[src/rtl/otp_serial_decipher.sv]
// Bit-serial one-time-pad decipher: XORs an MSB-first ciphertext stream with a
// repeating key and emits plaintext bytes plus the assembled message.
module otp_serial_decipher #(
  parameter int BITS     = 64,
  parameter int KEY_BITS = 32
) (
  input  logic                clk,
  input  logic                rst,
  input  logic                start,
  input  logic [KEY_BITS-1:0] key_in,
  input  logic                bit_valid,
  input  logic                bit_in,
  output logic                busy,
  output logic                byte_valid,
  output logic [7:0]          byte_out,
  output logic                msg_done,
  output logic [BITS-1:0]     msg_out
);

  localparam int CW = $clog2(BITS + 1);
  localparam int KW = $clog2(KEY_BITS);

  // state | meaning
  // IDLE  | waiting for start; bit_valid ignored
  // RECV  | accepting ciphertext bits
  typedef enum logic {IDLE, RECV} state_t;

  state_t              state, state_nxt;
  logic [KEY_BITS-1:0] key_reg;
  logic [CW-1:0]       count;
  logic [KW-1:0]       key_idx;
  logic [7:0]          byte_sr;
  logic [BITS-1:0]     msg_sr;
  logic                byte_pend, msg_pend;
  logic                load, accept, last_bit, byte_end, plain_bit;

  assign busy      = (state == RECV);
  assign last_bit  = (count == CW'(BITS - 1));
  assign byte_end  = (count[2:0] == 3'b111);
  assign plain_bit = bit_in ^ key_reg[key_idx];

  always_comb begin
    state_nxt = state;
    load      = 1'b0;
    accept    = 1'b0;
    case (state)
      IDLE: begin
        if (start) begin
          load      = 1'b1;
          state_nxt = RECV;
        end
      end
      RECV: begin
        if (bit_valid) begin
          accept = 1'b1;
          if (last_bit) state_nxt = IDLE;
        end
      end
      default: state_nxt = IDLE;
    endcase
  end

  always_ff @(posedge clk) begin
    if (rst) begin
      state      <= IDLE;
      key_reg    <= '0;
      count      <= '0;
      key_idx    <= '0;
      byte_sr    <= '0;
      msg_sr     <= '0;
      byte_pend  <= 1'b0;
      msg_pend   <= 1'b0;
      byte_valid <= 1'b0;
      byte_out   <= '0;
      msg_done   <= 1'b0;
      msg_out    <= '0;
    end else begin
      state      <= state_nxt;
      byte_valid <= byte_pend;
      msg_done   <= msg_pend;
      byte_pend  <= accept & byte_end;
      msg_pend   <= accept & last_bit;
      if (byte_pend) byte_out <= byte_sr;
      if (msg_pend)  msg_out  <= msg_sr;
      if (load) begin
        key_reg <= key_in;
        count   <= '0;
        key_idx <= KW'(KEY_BITS - 1);
        byte_sr <= '0;
        msg_sr  <= '0;
      end else if (accept) begin
        byte_sr <= {byte_sr[6:0], plain_bit};
        msg_sr  <= {msg_sr[BITS-2:0], plain_bit};
        count   <= count + CW'(1);
        // key bit index walks down from the key MSB and wraps per key period
        key_idx <= (key_idx == '0) ? KW'(KEY_BITS - 1) : key_idx - KW'(1);
      end
    end
  end

endmodule

[config.mk]
export PLATFORM = sky130hd
export DESIGN_NAME = otp_serial_decipher
export DESIGN_NICKNAME = d
export VERILOG_FILES = /design/src/rtl/otp_serial_decipher.sv
export SDC_FILE = /design/constraint.sdc
export NUM_CORES = 1
export LEC_CHECK = 0
export BUFFER_PORTS_ARGS = -buffer_cell sky130_fd_sc_hd__buf_4
export CAP_MARGIN = 20
export CORE_MARGIN = 5
export CORE_UTILIZATION = 40
export CTS_BUF_LIST = sky130_fd_sc_hd__clkbuf_4 sky130_fd_sc_hd__clkbuf_8
export CTS_CLUSTER_SIZE = 24
export DETAILED_ROUTE_END_ITERATION = 6
export GPL_ROUTABILITY_DRIVEN = 1
export GPL_TIMING_DRIVEN = 1
export PLACE_DENSITY = 0.6
export SETUP_SLACK_MARGIN = 0.1
export SYNTH_ARGS = -nofsm -noshare
export SYNTH_HDL_FRONTEND = slang
export SYNTH_SLANG_ARGS = --single-unit
[constraint.sdc]
create_clock -name clk -period 1.5 [get_ports clk]
set_clock_uncertainty 0.05 [all_clocks]
set_input_delay 0.15 -clock clk [delete_from_list [all_inputs] [get_ports clk]]
set_output_delay 0.15 -clock clk [all_outputs]
set_load 0.03 [all_outputs]
==> results.py, run 1 <==
metrics = {
    "floorplan": {
        "fp.dieW_um": 141,
        "initial_core_util_pct": 41.0,
        "num_rows": 47,
        "dieArea_mm2": 0.0198,
        "io_pins": 112,
        "coreArea_mm2": 0.0166,
        "die_h_um": 141,
    },
    "synth": {
        "syn-num-nets": 809,
        "async_flop_share_pct": 0,
        "synth_edf_count": 0,
        "ys_types": 39,
        "synth_area_mm2": 0.00683,
        "synth.yosys.seq_area_share_pct": 54.2,
        "yosys_most_used_dff": "dfxtp_1",
        "ys_ff_latch": 185,
        "ys.warnings.count": 0,
        "synthCells": 769,
        "syn_area_per_cell_um2": 8.88,
    },
    "placed_design": {
        "io_buffers": 111,
        "place_ws_ps": -247,
        "dpl.hpwl_um": 9500,
        "gp_routability_congestion": 0.753,
    },
    "global_route": {
        "grt_usage_pct": 15.3,
        "grt_max_degree": 115,
        "grt_pass1_wl_um": 25100,
        "grt_pass1_vias": 5023,
        "overflow": 0,
        "antenna_found_initial": 0,
    },
    "drt": {
        "totalWireLength_um": 15100,
        "firstDrtPassIters": 4,
        "drt-initial-drc-count": 195,
        "vias_per_cell": 4.74,
        "drc_errors": 0,
        "antenna_left": 0,
        "vias": 5369,
        "detail_route.wl_per_cell_um": 13.3,
    },
    "setup_path": {
        "endpoint_kind": "flip-flop",
        "arrival_ps": 2050,
        "path_buf_inv": 1,
        "start_kind": "flip-flop",
        "critPathKind": "flip-flop to flip-flop",
        "crit_family": "simple AND/OR/NAND/NOR gates",
        "timing.rr.end": "byte_sr[0]",
        "critical_path.slowest_cell": "or4_4",
        "cpPeakStageDelay_ps": 490,
        "rr_startpoint": "key_idx[2]",
        "path_max_fanout": 5,
        "required_ps": 1830,
        "r2r_cells": 6,
        "cp_cell_sequence": "buf_4, mux2_4, o211ai_1, nand2_1, or4_4, o211ai_2",
        "rrSetupSlack_ps": -220,
    },
    "job": {
        "cap_violations": 0,
    },
    "power_and_ir_drop": {
        "leakagePower_nw": 3.25,
        "irDropWorstVdd_v": 0.000590,
        "powerDensity_mw_per_mm2": 1030,
    },
    "clocking": {
        "cts.clk_slew.worst_paths_ps": 90,
        "htreeDepth": 4,
        "cts_root_buffer": "clkbuf_8",
        "cts_tree": "yes",
        "worstSkewPairLatency_ps": 450,
        "cts_buffers": 17,
        "clk_path_buf_depth": 2,
        "cts_sinks": 185,
    },
    "timing": {
        "hold_viol": 0,
        "rsz0062_at_grt": "yes",
        "worst_pin_slew_ps": 522,
        "fmaxAchievable_mhz": 581,
        "maxSlewViolCount": 0,
        "setup-violations-final": 1,
        "timing.slew.headroom_pct": 65.2,
        "post-route-period-util_pct": 115,
        "period_needed_ps": 1720,
        "whs_ps": 69.1,
        "fin_ws_ps": -222,
    },
    "final_layout": {
        "drive_gt1_share_pct": 20.6,
        "largest_reg_flops": 64,
        "regArea_mm2": 0.00372,
        "multi_input_area_mm2": 0.00292,
        "fillers": 1552,
        "syn2layout_area_growth_pct": 28.4,
        "nets": 941,
        "antenna_cells": 0,
    },
    "min_path": {
        "whs_path_depth": 3,
        "hp-start": "rst",
        "hold_end": "byte_sr[0]",
        "hp-class": "input port to flip-flop",
    },
    "run_status": {
        "status": "finished, violations left",
        "violations": "negative setup slack",
    },
}
[worst register-to-register path, delay by kind of cell (launching register included)]
kind                   cells  cell delay [ps]
AOI/OAI and AO/OA          2              220
DFF                        1              400
muxes                      1              280
and+or+nand+nor            2              590
buffers and inverters      1              120
[synthesized netlist by cell type, drive strengths merged (4+ instances only)]
library cell | n | area (um2)
buf | 11 | 70.1
mux2i | 83 | 831
nor2 | 82 | 308
nor3 | 7 | 35.0
dfxtp | 185 | 3700
a21oi | 100 | 500
nand2 | 205 | 769
a211oi | 4 | 30.0
mux2 | 4 | 52.6
clkbuf | 44 | 175
nor2b | 4 | 25.0
[power breakdown]
part	leakage [nW]	switching (mW)	internal, mW
registers	1.50	0.0560	4.97
clock network	0.204	1.70	1.63
logic	1.54	0.372	0.328
[worst max-delay path by stage]
| stage | endpoint | cells past startpoint | from |
|---|---|---|---|
| 3_3_place_gp | byte_sr[0] | 6 | key_idx[2] |
| 2_1_floorplan | byte_sr[0] | 7 | key_idx[2] |
| 5_1_grt | byte_sr[0] | 7 | key_idx[2] |
| 3_5_place_dp | byte_sr[0] | 6 | key_idx[2] |
| 4_1_cts | byte_sr[0] | 6 | key_idx[2] |
| 6_report | byte_sr[0] | 6 | key_idx[2] |
[per-layer routing]
metal  share of wire (%)  wire length, um  track usage (%)
met1                  49             7460             21.1
met2                  45             6740             23.6
met4                 1.4              216             5.10
met3                 4.4              669             3.69
met5                   0                0                0
[final cells by class]
class,instances,area share (%)
Sequential cell,185,42.4
Tap cell,220,3.14
Clock buffer,22,3.24
Clock inverter,9,1.30
Inverter,3,0.157
Multi-Input combinational cell,526,33.3
Timing Repair Buffer,168,16.5
[what timing repair did]
item                       4_1_cts  5_1_grt
setup buffers                    0        4
hold endpoints to repair        34        0
hold buffers                    34        0
pin swaps                        0        3
setup endpoints to repair        4       41
resized for setup                4        9
[placed cells by master, fill, tap and decap left out, drive strengths merged, types with 2 or more instances in the layout]
| cell type | n |
|---|---|
| nor3 | 7 |
| bufinv | 2 |
| mux2 | 4 |
| nand2 | 205 |
| nor2 | 82 |
| inv | 6 |
| buf | 134 |
| nor2b | 4 |
| dfxtp | 185 |
| nand2b | 2 |
| o31ai | 2 |
| nand3 | 3 |
| clkinv | 3 |
| a22oi | 3 |
| ha | 3 |
| xnor2 | 3 |
| o21ai | 3 |
| mux2i | 83 |
| a21oi | 100 |
| a211oi | 4 |
| xor2 | 3 |
| dlygate4sd3 | 34 |
| and2b | 2 |
| clkbuf | 22 |
| o211ai | 3 |
[cell families (layout without fill, tap and decap cells)]
kind of cell / after synthesis / count (layout) / share of synthesized area (%)
XOR/XNOR: 6 / 6 / 0.770
multiplexers: 87 / 87 / 12.9
AND/OR/NAND/NOR: 311 / 311 / 18.0
adder cells (fa/ha/maj): 3 / 3 / 0.550
AO/OA/AOI/OAI: 119 / 119 / 9.82
flip-flops: 185 / 185 / 54.2
buffers and inverters: 58 / 202 / 3.76
[stage by stage]
stage	cell area [um2]	setup TNS, ps	utilization [%]	power (mW)	std cells
4_1_cts	8710	-235	52.3	9.17	1129
6_report	8770	-222	52.7	9.06	1133
3_5_place_dp	7960	-247	47.8	5.75	1064
5_1_grt	8770	-316	52.7	9.46	1133
3_3_place_gp	7960	-218	47.8	5.75	1064
2_1_floorplan	6850	-159	-	5.53	769
Note: power is estimated with default switching activity, not from simulation.
==> inputs of run 2 (changes only) <==
--- a/config.mk
+++ b/config.mk
@@ -15,7 +15,7 @@
 export GPL_ROUTABILITY_DRIVEN = 1
 export GPL_TIMING_DRIVEN = 1
 export PLACE_DENSITY = 0.6
-export SETUP_SLACK_MARGIN = 0.1
+export SETUP_SLACK_MARGIN = 0.3
 export SYNTH_ARGS = -nofsm -noshare
 export SYNTH_HDL_FRONTEND = slang
 export SYNTH_SLANG_ARGS = --single-unit
==> results.py, run 2 (synthesis results as in run 1) <==
metrics = {
    "placed_design": {
        "gp_routability_congestion": 0.747,
        "dpl.cell_count": 1066,
        "io_buffers": 111,
        "placed_cell_area_mm2": 0.00797,
        "place_ws_ps": -234,
        "dpl.hpwl_um": 9490,
    },
    "timing": {
        "setup-violations-final": 1,
        "whs_ps": 26.0,
        "post-route-period-util_pct": 114,
        "timing.slew.headroom_pct": 58.1,
        "maxSlewViolCount": 0,
        "fmaxAchievable_mhz": 586,
        "rsz0062_at_grt": "yes",
        "hold_viol": 0,
        "fin_ws_ps": -206,
        "period_needed_ps": 1710,
        "tns_ps": -206,
        "worst_pin_slew_ps": 628,
    },
    "final_layout": {
        "final_common_cell": "nand2_1",
        "final_cell_mix": "nand2_1, dfxtp_1, buf_6",
        "antenna_cells": 0,
        "multi_input_area_mm2": 0.00348,
        "drive_gt1_share_pct": 42.3,
        "final_area_mm2": 0.0103,
        "largest_reg_flops": 64,
        "fillers": 1404,
        "utilization_pct": 62.0,
        "fin_cells": 1167,
        "nets": 975,
        "syn2layout_area_growth_pct": 51.2,
        "regArea_mm2": 0.00380,
    },
    "power_and_ir_drop": {
        "powerDensity_mw_per_mm2": 930,
        "irDropWorstVdd_v": 0.000527,
        "switchingPower_mw": 2.33,
        "power.total_mw": 9.61,
        "leakagePower_nw": 3.90,
        "clock_power_share_pct": 36.5,
        "seqPwrFrac_pct": 52.4,
        "p_comb_share_pct": 11.1,
        "swShare_pct": 24.3,
        "p_int_mw": 7.27,
    },
    "floorplan": {
        "fp.dieW_um": 141,
        "dieArea_mm2": 0.0198,
        "coreArea_mm2": 0.0166,
        "die_h_um": 141,
        "num_rows": 47,
        "io_pins": 112,
        "initial_core_util_pct": 41.0,
    },
    "run_status": {
        "violations": "negative setup slack",
        "status": "finished, violations left",
    },
    "setup_path": {
        "crit_path_start": "key_idx[2]",
        "path_max_fanout": 8,
        "endpoint_kind": "flip-flop",
        "arrival_ps": 2040,
        "rr_startpoint": "key_idx[2]",
        "required_ps": 1830,
        "critPathKind": "flip-flop to flip-flop",
        "critical_path.slowest_cell": "or4_4",
        "cpPeakStageDelay_ps": 480,
        "cp_cell_sequence": "buf_6, mux2i_1, a22oi_1, o211ai_1, nand2_1, or4_4, o211ai_2",
        "start_kind": "flip-flop",
    },
    "clocking": {
        "cts_buffers": 17,
        "cts_tree": "yes",
        "clk_path_buf_depth": 2,
        "cts.clk_slew.worst_paths_ps": 90,
        "cts_sinks": 185,
        "cts_root_buffer": "clkbuf_8",
        "htreeDepth": 4,
        "worstSkewPairLatency_ps": 460,
    },
    "min_path": {
        "hp-start": "bit_valid",
        "hp-class": "input port to flip-flop",
    },
    "drt": {
        "vias": 5699,
        "vias_per_cell": 4.88,
        "antenna_left": 0,
        "drc_errors": 0,
        "detail_route.wl_per_cell_um": 15.2,
        "firstDrtPassIters": 4,
        "totalWireLength_um": 17800,
        "drt-initial-drc-count": 260,
    },
    "global_route": {
        "overflow": 0,
        "grt_usage_pct": 15.7,
        "grt_max_degree": 115,
        "antenna_found_initial": 0,
        "grt_pass1_wl_um": 25700,
        "grt_pass1_vias": 5093,
    },
    "job": {
        "cap_violations": 0,
    },
}
-- run 2: cell count changes in the layout (fill, tap and decap cells not counted), moves of 10 or more --
| cell | previous run | this run |
|---|---|---|
| buf_6 | 1 | 83 |
| buf_4 | 125 | 57 |
| dfxtp_1 | 180 | 113 |
| dfxtp_2 | 2 | 68 |
| a21oi_1 | 100 | 45 |
| a21oi_2 | 0 | 55 |
| nand2_1 | 204 | 159 |
| nand2_4 | 0 | 34 |
| nand2_2 | 1 | 12 |
| clkbuf_16 | 0 | 10 |
-- run 2: power by group through the flow --
stage,Combinational [mW],Clock (mW),Sequential [mW]
finish,1.07,3.51,5.03
global route,1.14,3.80,5.04
CTS,0.802,3.59,5.03
detailed placement,0.608,0,5.14
global placement,0.602,0,5.15
floorplan,0.418,0,5.13
-- run 2: area by class of cell --
type | instances | share of cell area [%]
Clock buffer | 21 | 2.68
Clock inverter | 10 | 1.36
Sequential cell | 185 | 36.8
Multi-Input combinational cell | 526 | 33.7
Tap cell | 220 | 2.67
Timing Repair Buffer | 202 | 22.6
Inverter | 3 | 0.133
-- run 2: critical path, delay by kind of cell, from the launching register on --
kind,cells,cell delay [ps]
buffers and inverters,1,140
AND/OR/NAND/NOR,2,580
AO/OA/AOI/OAI,3,270
flip-flops,1,430
multiplexers,1,180
-- run 2: final timing paths --
path                 to  slack, ps  depth (start not counted)
min           byte_pend         30                          3
min reg2reg  msg_sr[54]        410                          2
max          byte_sr[0]       -210                          7
max reg2reg  byte_sr[0]       -210                          7
-- run 2: routing by layer --
| metal | wire length, um | vias up | global-route usage [%] | part of all wire, % |
|---|---|---|---|---|
| met5 | 0 | - | 0 | 0 |
| met4 | 286 | 0 | 5.51 | 1.6 |
| met3 | 759 | 19 | 3.79 | 4.3 |
| met2 | 8600 | 118 | 25.4 | 48 |
| met1 | 8120 | 2680 | 20.5 | 46 |
| li1 | - | 2882 | - | - |
-- run 2: timing repair --
| action | in CTS | in global routing |
|---|---|---|
| hold buffers | 34 | 0 |
| cloned | 3 | 14 |
| pin swaps | 8 | 41 |
| endpoints found under the setup margin | 145 | 185 |
| buffers inserted | 10 | 9 |
| gates resized for setup | 109 | 221 |
| endpoints found under the hold margin | 34 | 0 |
==> inputs of run 3 (changes only) <==
--- a/config.mk
+++ b/config.mk
@@ -16,6 +16,7 @@
 export GPL_TIMING_DRIVEN = 1
 export PLACE_DENSITY = 0.6
 export SETUP_SLACK_MARGIN = 0.3
+export SKIP_LAST_GASP = 1
 export SYNTH_ARGS = -nofsm -noshare
 export SYNTH_HDL_FRONTEND = slang
 export SYNTH_SLANG_ARGS = --single-unit
==> results.py, run 3 (synthesis results as in run 1) <==
metrics = {
    "global_route": {
        "overflow": 0,
        "antenna_found_initial": 0,
        "grt_max_degree": 115,
        "grt_pass1_wl_um": 25600,
        "grt_pass1_vias": 5146,
        "grt_usage_pct": 15.6,
    },
    "drt": {
        "top_layer_used": "met4",
        "wl_met3_um": 733,
        "vias_per_cell": 4.89,
        "drt-initial-drc-count": 232,
        "antenna_left": 0,
        "drc_errors": 0,
        "detail_route.wl_per_cell_um": 14.9,
        "totalWireLength_um": 17300,
        "wl_met2_um": 8510,
        "wl_met1_um": 7740,
        "vias": 5691,
        "firstDrtPassIters": 4,
    },
    "clocking": {
        "cts.clk_slew.worst_paths_ps": 90,
        "clk_path_buf_depth": 2,
        "cts_buffers": 17,
        "cts_root_buffer": "clkbuf_8",
        "cts_sinks": 185,
        "worstSkewPairLatency_ps": 460,
        "cts_tree": "yes",
        "htreeDepth": 4,
    },
    "timing": {
        "setup-violations-final": 1,
        "period_needed_ps": 1710,
        "fmaxAchievable_mhz": 586,
        "worst_pin_slew_ps": 624,
        "hold_viol": 0,
        "timing.slew.headroom_pct": 58.4,
        "maxSlewViolCount": 0,
        "rsz0062_at_grt": "yes",
        "fin_ws_ps": -207,
        "post-route-period-util_pct": 114,
    },
    "final_layout": {
        "final_area_mm2": 0.0101,
        "final_common_cell": "nand2_1",
        "multi_input_area_mm2": 0.00336,
        "fillers": 1441,
        "antenna_cells": 0,
        "final_cell_mix": "nand2_1, dfxtp_1, mux2i_1",
        "syn2layout_area_growth_pct": 48.4,
        "largest_reg_flops": 64,
        "drive_gt1_share_pct": 39.3,
        "nets": 971,
        "regArea_mm2": 0.00380,
    },
    "floorplan": {
        "dieArea_mm2": 0.0198,
        "die_h_um": 141,
        "coreArea_mm2": 0.0166,
        "num_rows": 47,
        "io_pins": 112,
        "fp.dieW_um": 141,
        "initial_core_util_pct": 41.0,
    },
    "setup_path": {
        "timing.rr.end": "byte_sr[0]",
        "endpoint_kind": "flip-flop",
        "rrSetupSlack_ps": -210,
        "rr_startpoint": "key_idx[2]",
        "required_ps": 1830,
        "start_kind": "flip-flop",
        "critPathKind": "flip-flop to flip-flop",
        "path_max_fanout": 8,
        "r2r_cells": 7,
        "arrival_ps": 2040,
    },
    "placed_design": {
        "place_ws_ps": -234,
        "placed_cell_area_mm2": 0.00797,
        "gp_routability_congestion": 0.747,
        "io_buffers": 111,
        "dpl.hpwl_um": 9490,
    },
    "min_path": {
        "whs_path_depth": 3,
        "hp-start": "bit_valid",
        "hold_end": "byte_pend",
        "hp-class": "input port to flip-flop",
    },
    "job": {
        "cap_violations": 0,
    },
    "run_status": {
        "violations": "negative setup slack",
        "status": "finished, violations left",
    },
    "power_and_ir_drop": {
        "powerDensity_mw_per_mm2": 941,
        "irDropWorstVdd_v": 0.000522,
        "power.total_mw": 9.54,
        "leakagePower_nw": 3.79,
    },
}
[run 3: changes by cell type in the layout (fill, tap and decap cells not counted), sizes merged]
cell	delta
buf	-3
clkbuf	-1
[run 3: power breakdown]
group	internal (mW)	switching, mW
Clock	1.77	1.72
Sequential	4.97	0.0612
Combinational	0.502	0.507
Total	7.25	2.29
[run 3: metrics by stage]
step | instances | utilization (%) | hold WS (ps) | TNS (ps)
after detailed placement | 1066 | 47.9 | 357 | -234
final | 1163 | 60.9 | 28.0 | -207
after global routing | 1163 | 60.9 | 4.03 | -294
after floorplan | 769 | - | 236 | -158
after global placement | 1066 | 47.9 | 352 | -217
after CTS | 1144 | 55.1 | 60.2 | -191
[run 3: area by class of cell]
type                       instances  share of cell area (%)
inverter                           3                   0.136
sequential                       185                    37.5
clock buffer                      21                    2.73
clock inverter                    10                    1.38
timing repair buffer             198                    22.4
tap                              220                    2.72
multi-input combinational        526                    33.1
[run 3: worst max-delay path: stages, from the launching register on]
cell	delay, ps
dfxtp_4	430
buf_6	140
mux2i_1	180
a22oi_1	100
o211ai_1	100
nand2_1	100
or4_4	480
o211ai_2	70
[run 3: how the worst max path moves through the flow]
stage / end / startpoint / cells after the start
finish: byte_sr[0] / key_idx[2] / 7
global route: byte_sr[0] / key_idx[2] / 7
CTS: byte_sr[0] / key_idx[2] / 7
detailed placement: byte_sr[0] / key_idx[2] / 7
global placement: byte_sr[0] / key_idx[2] / 7
floorplan: byte_sr[0] / key_idx[2] / 7
[run 3: what timing repair did]
item | 4_1_cts | 5_1_grt
pin swaps | 5 | 49
endpoints found under the hold margin | 34 | 0
hold buffers | 34 | 0
setup endpoints to repair | 145 | 184
buffers inserted | 10 | 8
resized for setup | 92 | 201
cloned | 3 | 11
[run 3: layer usage]
layer / GRT usage, % / vias to the layer above
met1: 20.1 / 2686
met4: 5.51 / 0
met5: 0 / -
li1: - / 2867
met2: 25.8 / 117
met3: 3.76 / 21
